### config.mk
export PLATFORM = sky130hd
export DESIGN_NAME = mult_div_seq
export DESIGN_NICKNAME = d
export VERILOG_FILES = /design/src/rtl/mult_div_seq_pkg.sv /design/src/rtl/mult_div_seq.sv
export SDC_FILE = /design/constraint.sdc
export NUM_CORES = 1
export LEC_CHECK = 0
export CAP_MARGIN = 25
export CORE_ASPECT_RATIO = 1.75
export CORE_MARGIN = 3
export CORE_UTILIZATION = 35
export CTS_BUF_LIST = sky130_fd_sc_hd__clkbuf_8 sky130_fd_sc_hd__clkbuf_16
export CTS_CLUSTER_SIZE = 24
export DETAILED_ROUTE_END_ITERATION = 12
export HOLD_SLACK_MARGIN = 0.05
export SYNTH_ARGS = -nofsm -noshare
export SYNTH_HDL_FRONTEND = slang
export SYNTH_SLANG_ARGS = --single-unit
### constraint.sdc
create_clock -name clk -period 9.1 [get_ports clk]
set_input_delay 2.275 -clock clk [delete_from_list [all_inputs] [get_ports clk]]
set_output_delay 2.275 -clock clk [all_outputs]
set_load 0.03 [all_outputs]
### src/rtl/mult_div_seq_pkg.sv
// Shared definitions for the MULT/DIV sequencer and the control unit that drives it.
// Holds operation encoding, sequencer states, default width and the related funct codes.
package mult_div_seq_pkg;

   localparam int unsigned MULDIV_WIDTH = 32;

   typedef enum logic {
      MULDIV_OP_MULT = 1'b0,
      MULDIV_OP_DIV  = 1'b1
   } muldiv_op_t;

   typedef enum logic [1:0] {
      MD_IDLE,
      MD_ITER,
      MD_FIXUP
   } muldiv_state_t;

   localparam logic [5:0] FUNCT_MFHI = 6'h10;
   localparam logic [5:0] FUNCT_MFLO = 6'h12;
   localparam logic [5:0] FUNCT_MULT = 6'h18;
   localparam logic [5:0] FUNCT_DIV  = 6'h1A;

endpackage

### src/rtl/mult_div_seq.sv
// Multi-cycle signed MULT/DIV unit owning HI/LO: one result bit per cycle on operand
// magnitudes (shift-add multiply / restoring divide), then a sign fixup into HI/LO.
module mult_div_seq
   import mult_div_seq_pkg::*;
#(
   parameter int unsigned WIDTH = MULDIV_WIDTH
) (
   input  logic             clk,
   input  logic             reset,
   input  logic             start,
   input  logic             op,
   input  logic [WIDTH-1:0] A,
   input  logic [WIDTH-1:0] B,
   output logic             busy,
   output logic             done,
   output logic [WIDTH-1:0] HI,
   output logic [WIDTH-1:0] LO,
   output logic             DivZero
);

   localparam int unsigned CW = $clog2(WIDTH) + 1;

   muldiv_state_t      state, state_next;
   muldiv_op_t         op_r;
   logic [2*WIDTH-1:0] acc, acc_step, prod_fix;
   logic [WIDTH-1:0]   opnd_b, quot_fix, rem_fix;
   logic [WIDTH:0]     add_sum, rem_sh, trial;
   logic [CW-1:0]      cnt;
   logic               neg_q, neg_r;
   logic               div_zero_req, accept, last_iter;

   function automatic logic [WIDTH-1:0] mag(input logic [WIDTH-1:0] x);
      return x[WIDTH-1] ? (~x + WIDTH'(1)) : x;
   endfunction

   always_comb begin
      div_zero_req = start && (op == MULDIV_OP_DIV) && (B == '0);
      accept       = start && !div_zero_req;
      last_iter    = (cnt == CW'(WIDTH - 1));
   end

   always_comb begin
      state_next = state;
      unique case (state)
         MD_IDLE:  if (accept) state_next = MD_ITER;
         MD_ITER:  if (last_iter) state_next = MD_FIXUP;
         MD_FIXUP: state_next = MD_IDLE;
         default:  state_next = MD_IDLE;
      endcase
   end

   // acc low half holds the multiplier (MULT) or dividend/quotient (DIV); high half is the
   // running partial product or partial remainder.
   always_comb begin
      add_sum  = {1'b0, acc[2*WIDTH-1:WIDTH]} + {1'b0, opnd_b};
      rem_sh   = acc[2*WIDTH-1:WIDTH-1];
      trial    = rem_sh - {1'b0, opnd_b};
      acc_step = acc;
      if (op_r == MULDIV_OP_MULT) begin
         if (acc[0]) acc_step = {add_sum, acc[WIDTH-1:1]};
         else        acc_step = {1'b0, acc[2*WIDTH-1:1]};
      end else begin
         if (!trial[WIDTH]) acc_step = {trial[WIDTH-1:0], acc[WIDTH-2:0], 1'b1};
         else               acc_step = {acc[2*WIDTH-2:0], 1'b0};
      end
   end

   always_comb begin
      prod_fix = neg_q ? (~acc + (2*WIDTH)'(1)) : acc;
      quot_fix = neg_q ? (~acc[WIDTH-1:0] + WIDTH'(1)) : acc[WIDTH-1:0];
      rem_fix  = neg_r ? (~acc[2*WIDTH-1:WIDTH] + WIDTH'(1)) : acc[2*WIDTH-1:WIDTH];
   end

   always_ff @(posedge clk) begin
      if (reset) state <= MD_IDLE;
      else       state <= state_next;
   end

   always_ff @(posedge clk) begin
      if (reset) begin
         acc     <= '0;
         opnd_b  <= '0;
         cnt     <= '0;
         op_r    <= MULDIV_OP_MULT;
         neg_q   <= 1'b0;
         neg_r   <= 1'b0;
         busy    <= 1'b0;
         done    <= 1'b0;
         HI      <= '0;
         LO      <= '0;
         DivZero <= 1'b0;
      end else begin
         done <= 1'b0;
         unique case (state)
            MD_IDLE: begin
               if (div_zero_req) begin
                  done    <= 1'b1;
                  DivZero <= 1'b1;
               end else if (accept) begin
                  acc     <= {{WIDTH{1'b0}}, mag(A)};
                  opnd_b  <= mag(B);
                  op_r    <= muldiv_op_t'(op);
                  neg_q   <= A[WIDTH-1] ^ B[WIDTH-1];
                  neg_r   <= A[WIDTH-1];
                  cnt     <= '0;
                  busy    <= 1'b1;
                  DivZero <= 1'b0;
               end
            end
            MD_ITER: begin
               acc <= acc_step;
               cnt <= cnt + CW'(1);
            end
            MD_FIXUP: begin
               if (op_r == MULDIV_OP_MULT) begin
                  HI <= prod_fix[2*WIDTH-1:WIDTH];
                  LO <= prod_fix[WIDTH-1:0];
               end else begin
                  HI <= rem_fix;
                  LO <= quot_fix;
               end
               done <= 1'b1;
               busy <= 1'b0;
            end
            default: ;
         endcase
      end
   end

endmodule
==> metrics.sh, run 1 <==
FINAL.MIN_CLOCK_PERIOD_NS=5.753
CORE_SQ_UM=38630
TRITONCTS='yes'
ROUTE.FINAL.WIRE_LENGTH_MM=44.98
TIMING.FINAL.CRIT_SHARE=0.6322
CLK_LATENCY_NS=0.46
POST_ROUTE_CELLS_DRIVE_ABOVE_1_SHARE=0.04514
IOPINCOUNT=135
CELLPOWERDENSITY_nW_PER_UM2=143.3
SYNTH_EDF_COUNT=0
TIGHTEST_SLEW_NS=1.035
GR-TOTAL-OVERFLOW=0
SYNTH-SEQ-AREA-SHARE=0.2532
CLOCKROOTBUFFER='sky130_fd_sc_hd__clkbuf_16'
CTS_POST_SETUP_BUFFERS_INSERTED=0
MAPPEDNETLISTAREA_SQ_UM=13760
FINAL_CORE_UTILIZATION=0.4146
SHARE_CLK_OF_TOTAL_POWER=0.324
POWER.NET_SWITCHING_mW=0.8120
DIEWIDTH_UM=155.9
MAX_FREQ_GHz=0.1738
TIMING.SETUP.TNS_NS=0
MAX_SLEW_VIOLATION_COUNT=0
CLOCK-SKEW-FINAL_NS=0.01461
HIGHEST_IR_DROP_SEEN_ON_VDD_mV=0.1128
GP_CONGESTION=0.9492
PORTION_OF_TOTAL_POWER_ATTRIBUTED_TO_SEQUENTIAL_CELLS=0.377
INITIAL_CORE_UTIL=0.3561
MAX_CAP_VIOLATIONS=0
POST_SYNTH_INST_COUNT=1824
KIND_OF_LAUNCH_POINT_OF_THE_WORST_SETUP_PATH='primary input'
SYNTHESIS_WARNING_TOTAL=0
CTS-RESIZED-GATES=0
TOTAL_BUFFERS_AND_INVERTERS_TRAVERSED_BY_THE_CRITICAL_PATH=3
CRITPATHCAPTURETYPE='flip-flop'
CTS_HTREE_LEVELS=4
RELATIVE_MAX_TRANSITION_MARGIN=0.3036
DRTITER0DRC=699
ROUTED-VIA-COUNT=13520
CLK_PIN_SLEW_NS=0.07
POST_SYNTH.CELL_AREA_AVG_SQ_UM=7.542
FINAL_HOLD_VIO_COUNT=0
SYNTH_TOP_FLOP_CELL='sky130_fd_sc_hd__dfxtp_1'
LAYOUT.NETS=2009
AREAGROWTHSYNTHTOFINISH_PCT=16.44
YS_ASYNC_SR_FRACTION=0
LAYOUT.FILLER_CELLS=3975
SHARE_COMB_OF_TOTAL_POWER=0.299
NUMBER_OF_BUFFERS_ON_THE_LONGEST_CLOCK_PATH=2
WORSTPATHARRIVAL_NS=6.13
DRT.ANTENNA.VIOLATING_NETS=0
WIRE_PER_INST_UM=19.00
WORST_EP_REQUIRED_TIME_NS=9.48
GRT_SETUP_UNREPAIRED='false'
CRITICAL_PATH.MAX_STAGE_DELAY_NS=0.62
FLOORPLAN.DIE_AREA_SQ_UM=41810
DR.PASS1.ITERS=5
TIMING_WORST_SETUP_PATH_TYPE='primary input to flip-flop'
CRITICAL_PATH.CELL_CHAIN='clkdlybuf4s50_1 -> or4_1 -> nor4_1 -> or3b_2 -> nor3_1 -> nand2_1 -> o21ai_1 -> a21oi_2 -> buf_4 -> nor2_2 -> buf_4 -> nand2_1 -> a32oi_1'
CHIPHEIGHT_UM=268.3
YS_SEQ_ELEMENTS=174
CTS_BUFFERS=17
GLOBAL_ROUTE_WIRE_LENGTH_BEFORE_REPAIR_MM=70.77
HOLD_CLASS='flip-flop to flip-flop'
GROUTE.USAGE.OVERALL=0.2115
ROWS=95
DETAILED_PLACE_HPWL_MM=34.97
LEAKAGE_nW=5.974
CRIT_PATH_TOP_DELAY_CELL='sky130_fd_sc_hd__or4_1'
SYNTHESIS.NETS=1963
VIASPERCELL=5.707
TRITONCTS_NUM_SINKS=174
SYNTH.LIB_CELLS_USED.DISTINCT=76
POWER.SHARE.SWITCHING=0.3538
CRIT_FAMILY='simple AND/OR/NAND/NOR gates'
ANTENNA_FOUND_INITIAL=0
PLACE.PORT_BUFFERS=134
FINALSETUPVIOLATIONS=0
OUTCOME='completed'
POWER.INTERNAL_mW=1.483
GRT_MAX_DEGREE=108
HOLD_BUFS_INSERTED_AFTER_CTS=0
WORST-PATH-MAX-FANOUT=33
ANTENNA_CELLS=0
DRC_ERRORS=0
VIAS_IN_THE_FIRST_GLOBAL_ROUTE=13040
## logic make-up (layout without fill, tap and decap cells)
| kind of cell | Yosys count | count (layout) | synth area share |
|---|---|---|---|
| flip-flops | 174 | 174 | 0.2532 |
| buffers and inverters | 179 | 238 | 0.04893 |
| AO/OA/AOI/OAI | 579 | 579 | 0.2822 |
| multiplexers | 51 | 51 | 0.03756 |
| XOR/XNOR | 172 | 172 | 0.1095 |
| AND/OR/NAND/NOR | 598 | 598 | 0.2029 |
| adder cells (fa/ha/maj) | 71 | 71 | 0.06567 |
## final timing paths
check,startpoint,end,slack [ns],cells after the start
worst max register to register,acc[31],acc[45],4.32,14
worst min-delay path,HI[3],HI[3],0.45,2
worst max-delay path,B[13],acc[61],3.35,13
worst min register to register,HI[3],HI[3],0.45,2
## power groups by stage
| stage | combinational (mW) | sequential [mW] | clock (mW) |
|---|---|---|---|
| finish | 0.686 | 0.865 | 0.745 |
| global route | 0.759 | 0.870 | 0.787 |
| CTS | 0.685 | 0.864 | 0.760 |
| detailed placement | 0.682 | 0.882 | 0 |
| global placement | 0.673 | 0.881 | 0 |
| floorplan | 0.511 | 0.840 | 0 |
## cell usage after synthesis, types with 14 or more instances
library cell	count	area [sq um]
sky130_fd_sc_hd__o211ai_1	36	270.3
sky130_fd_sc_hd__inv_1	54	202.7
sky130_fd_sc_hd__xnor2_1	81	709.4
sky130_fd_sc_hd__nand3_1	27	135.1
sky130_fd_sc_hd__or3_1	27	168.9
sky130_fd_sc_hd__o41ai_1	14	122.6
sky130_fd_sc_hd__dfxtp_1	174	3483
sky130_fd_sc_hd__a21oi_1	145	725.7
sky130_fd_sc_hd__a21o_1	34	255.2
sky130_fd_sc_hd__a211oi_1	105	788.3
sky130_fd_sc_hd__mux2i_1	46	460.4
sky130_fd_sc_hd__xor2_1	91	797.0
sky130_fd_sc_hd__clkbuf_1	116	435.4
sky130_fd_sc_hd__nor2b_1	26	162.7
sky130_fd_sc_hd__a22o_1	15	131.4
sky130_fd_sc_hd__o21ai_0	86	430.4
sky130_fd_sc_hd__ha_1	69	863.3
sky130_fd_sc_hd__a31oi_1	21	131.4
sky130_fd_sc_hd__nor2_1	173	649.4
sky130_fd_sc_hd__nand2b_1	28	175.2
sky130_fd_sc_hd__o31ai_1	31	232.7
sky130_fd_sc_hd__nand2_1	210	788.3
sky130_fd_sc_hd__nor3_1	29	145.1
## final cells by class
cell class / instances / area (sq um) / share of cell area
Tap cell: 485 / 606.8 / 0.03788
Inverter: 55 / 206.4 / 0.01289
Clock buffer: 18 / 439.2 / 0.02742
Sequential cell: 174 / 3488 / 0.2178
Clock inverter: 14 / 143.9 / 0.008983
Timing Repair Buffer: 151 / 1499 / 0.09358
Multi-Input combinational cell: 1471 / 9634 / 0.6015
## placed cells by master, fill, tap and decap left out, drive strengths merged, types with 10 or more instances in the layout
cell type / count
o211ai: 37
ha: 69
nor2: 173
a21o: 34
nand3: 27
or4: 16
xor2: 91
a211oi: 105
a22o: 15
a21oi: 145
o21ai: 88
or3: 27
nand2b: 29
buf: 18
a31oi: 21
nor3: 29
o31ai: 31
clkdlybuf4s50: 133
mux2i: 46
xnor2: 81
o21bai: 10
clkbuf: 18
nand2: 210
nor4: 12
inv: 60
dfxtp: 174
nor2b: 26
o41ai: 16
## tightest hold or removal path: cells and delay by family (launching register included)
family | cells | cell delay, ns
flip-flops | 1 | 0.31
AND/OR/NAND/NOR | 1 | 0.05
AO/OA/AOI/OAI | 1 | 0.05
## routing by layer
layer  global-route usage  routed length [um]  up-vias
met3              0.02417                1413       88
met1               0.2297               17400     6381
met5                    0                   0        -
li1                     -                   -     6708
met4               0.1001                2016        0
met2               0.4023               24150      338
## stage by stage
| step | hold slack, ns | worst slack (ns) | total power, mW | area (sq um) | cells |
|---|---|---|---|---|---|
| after floorplan | 0.4383 | 3.926 | 1.351 | 13760 | 1824 |
| after global placement | 0.4436 | 2.889 | 1.554 | 15390 | 2334 |
| after detailed placement | 0.4499 | 2.871 | 1.564 | 15410 | 2335 |
| after CTS | 0.4572 | 3.340 | 2.310 | 15990 | 2367 |
| after global routing | 0.4815 | 3.065 | 2.415 | 16020 | 2368 |
| final | 0.4508 | 3.347 | 2.295 | 16020 | 2368 |
## state kept, by name, summed over array words and instances, names as in the netlist, 2 cells and up
name	flops
LO	32
state	2
cnt	6
HI	32
opnd_b	32
acc	64
(Power assumes the default switching activity.)
==> run 2: changes to the inputs <==
==> constraint.sdc (replaced) <==
create_clock -name clk -period 5 [get_ports clk]
set_input_delay 1.25 -clock clk [delete_from_list [all_inputs] [get_ports clk]]
set_output_delay 1.25 -clock clk [all_outputs]
set_load 0.03 [all_outputs]
==> run 2 against run 1 <==
Flip-flop and latch count did not move. Critical path depth rose by 2. Power rose by 82%. Via count rose by 0.71%. Utilization rose by 0.50 points. Highest routed layer unchanged.
==> metrics.sh, run 2 (synthesis results as in run 1) <==
ANTENNA_FOUND_INITIAL=0
AREAGROWTHSYNTHTOFINISH_PCT=17.84
ROUTED-VIA-COUNT=13610
CELLPOWERDENSITY_nW_PER_UM2=257.9
TIMING.FINAL.CRIT_SHARE=0.8918
CORE_SQ_UM=38630
CTS_HTREE_LEVELS=4
CRITPATHCAPTURETYPE='flip-flop'
LAYOUT.CELLS.MOST_COMMON='sky130_fd_sc_hd__nand2_1'
PLACE.PORT_BUFFERS=134
GRT_SETUP_UNREPAIRED='false'
LARGEST-REGISTER='acc'
GR-TOTAL-OVERFLOW=0
MAX_SLEW_VIOLATION_COUNT=0
WORST-PATH-MAX-FANOUT=33
GP_CONGESTION=0.9578
TIMING.SETUP.TNS_NS=0
DRTITER0DRC=704
DR.PASS1.ITERS=8
WIRE_PER_INST_UM=19.34
MAX_FREQ_GHz=0.2243
WORSTPATHARRIVAL_NS=4.79
REG2REG_PATH_DEPTH=15
CLK_LATENCY_NS=0.46
HIGHEST_IR_DROP_SEEN_ON_VDD_mV=0.1817
ROUTE.FINAL.WIRE_LENGTH_MM=46.19
VIAS_IN_THE_FIRST_GLOBAL_ROUTE=13310
RELATIVE_MAX_TRANSITION_MARGIN=0.3258
DIEWIDTH_UM=155.9
RR_ENDPOINT='acc[45]'
DRC_ERRORS=0
HOLD_CLASS='flip-flop to flip-flop'
CLK_PIN_SLEW_NS=0.07
FLOORPLAN.DIE_AREA_SQ_UM=41810
CHIPHEIGHT_UM=268.3
PLACED_CELL_AREA_SQ_UM=15610
MAX_CAP_VIOLATIONS=0
GROUTE.USAGE.OVERALL=0.2187
POST_ROUTE_CELLS_DRIVE_ABOVE_1_SHARE=0.05570
KIND_OF_LAUNCH_POINT_OF_THE_WORST_SETUP_PATH='flip-flop'
HOLD_PATH_DEPTH=2
FIN_HOLD_WS_NS=0.4517
RR_STARTPOINT='acc[31]'
FINAL_CORE_UTILIZATION=0.4196
LAYOUT.NETS=2029
DRT.ANTENNA.VIOLATING_NETS=0
ANTENNA_CELLS=0
FINAL_HOLD_VIO_COUNT=0
CLOCK-SKEW-FINAL_NS=0.01042
TIMING_WORST_SETUP_PATH_TYPE='flip-flop to flip-flop'
LEAKAGE_nW=6.091
LAYOUT.FILLER_CELLS=3958
CTS_BUFFERS=17
NUMBER_OF_FLIP_FLOPS_UNDER_THE_LARGEST_REGISTER_NAME=64
OUTCOME='completed'
TRITONCTS='yes'
WORST_HOLD_PATH_STARTPOINT='LO[19]'
TRITONCTS_NUM_SINKS=174
NUMBER_OF_BUFFERS_ON_THE_LONGEST_CLOCK_PATH=2
TIGHTEST_SLEW_NS=1.002
TIMING.HOLD.WORST_ENDPOINT='LO[19]'
GRT_MAX_DEGREE=112
HOLD_BUFS_INSERTED_AFTER_CTS=0
ROWS=95
FINALSETUPVIOLATIONS=0
CLOCKROOTBUFFER='sky130_fd_sc_hd__clkbuf_16'
FINAL.MIN_CLOCK_PERIOD_NS=4.459
REG2REG_SLACK_NS=0.54
CTS_POST_SETUP_BUFFERS_INSERTED=0
GLOBAL_ROUTE_WIRE_LENGTH_BEFORE_REPAIR_MM=72.51
CTS-RESIZED-GATES=0
INITIAL_CORE_UTIL=0.3561
WORST_EP_REQUIRED_TIME_NS=5.33
LAYOUT.CELLS.MOST_COMMON_LIST='210 x sky130_fd_sc_hd__nand2_1, 172 x sky130_fd_sc_hd__dfxtp_1, 171 x sky130_fd_sc_hd__nor2_1'
DETAILED_PLACE_HPWL_MM=36.14
LAYOUT.CELL_AREA.NON_FILLER_SQ_UM=16210
IOPINCOUNT=135
VIASPERCELL=5.700
## run 2: power breakdown
part | total [mW] | internal [mW] | switching [mW] | leakage, nW
registers | 1.57 | 1.45 | 0.121 | 1.42
clock network | 1.34 | 0.703 | 0.642 | 0.286
logic | 1.27 | 0.526 | 0.741 | 4.39
total | 4.18 | 2.68 | 1.50 | 6.09
## run 2: layout make-up
class / instances / area [sq um] / area share
repair buffers: 171 / 1699 / 0.1048
multi-input cells: 1471 / 9634 / 0.5943
flip-flops and latches: 174 / 3488 / 0.2152
clock inverters: 15 / 150.1 / 0.009262
well taps: 485 / 606.8 / 0.03743
inverters: 55 / 206.4 / 0.01274
clock buffers: 17 / 425.4 / 0.02624
## run 2: per-stage QoR
step,power (mW),std cells,setup slack (ns)
floorplan,2.459,1824,0.8512
global placement,2.850,2355,0.2518
detailed placement,2.864,2355,0.1970
CTS,4.207,2387,0.5513
global route,4.406,2388,0.2743
finish,4.181,2388,0.5411
## run 2: how the worst max path moves through the flow
stage	start	end	slack [ns]
2_1_floorplan	A[5]	acc[29]	0.85
3_3_place_gp	A[5]	acc[29]	0.25
3_5_place_dp	B[14]	opnd_b[27]	0.20
4_1_cts	acc[31]	acc[45]	0.55
5_1_grt	acc[31]	acc[45]	0.27
6_report	acc[31]	acc[45]	0.54
## run 2: metal layers
layer | vias up | GRT usage | part of all wire
li1 | 6749 | - | -
met1 | 6394 | 0.2322 | 0.38
met2 | 357 | 0.4189 | 0.54
met3 | 111 | 0.02594 | 0.035
met4 | 0 | 0.1089 | 0.047
met5 | - | 0 | 0
## run 2: worst max-delay path, cell delays in order (launching register included)
cell and delay [ns]:
sky130_fd_sc_hd__dfxtp_1 0.55, sky130_fd_sc_hd__inv_1 0.28, sky130_fd_sc_hd__ha_1 0.31, sky130_fd_sc_hd__fa_1 0.39, sky130_fd_sc_hd__nand2b_1 0.20, sky130_fd_sc_hd__a21oi_1 0.28
sky130_fd_sc_hd__o21ba_2 0.24, sky130_fd_sc_hd__o22a_1 0.27, sky130_fd_sc_hd__a21oi_1 0.19, sky130_fd_sc_hd__o41ai_1 0.32, sky130_fd_sc_hd__buf_4 0.19, sky130_fd_sc_hd__xor2_2 0.19
sky130_fd_sc_hd__buf_12 0.23, sky130_fd_sc_hd__mux2_2 0.35, sky130_fd_sc_hd__a21oi_1 0.20, sky130_fd_sc_hd__o21ai_0 0.10
==> run 3: changes to the inputs <==
--- a/config.mk
+++ b/config.mk
@@ -5,6 +5,7 @@
 export SDC_FILE = /design/constraint.sdc
 export NUM_CORES = 1
 export LEC_CHECK = 0
+export ABC_CLOCK_PERIOD_IN_PS = 5000
 export CAP_MARGIN = 25
 export CORE_ASPECT_RATIO = 1.75
 export CORE_MARGIN = 3
@@ -13,6 +14,7 @@
 export CTS_CLUSTER_SIZE = 24
 export DETAILED_ROUTE_END_ITERATION = 12
 export HOLD_SLACK_MARGIN = 0.05
+export SKIP_LAST_GASP = 1
 export SYNTH_ARGS = -nofsm -noshare
 export SYNTH_HDL_FRONTEND = slang
 export SYNTH_SLANG_ARGS = --single-unit
==> results of run 3 <==
No change in the layout: final DEF, timing and power equal those of run 2.
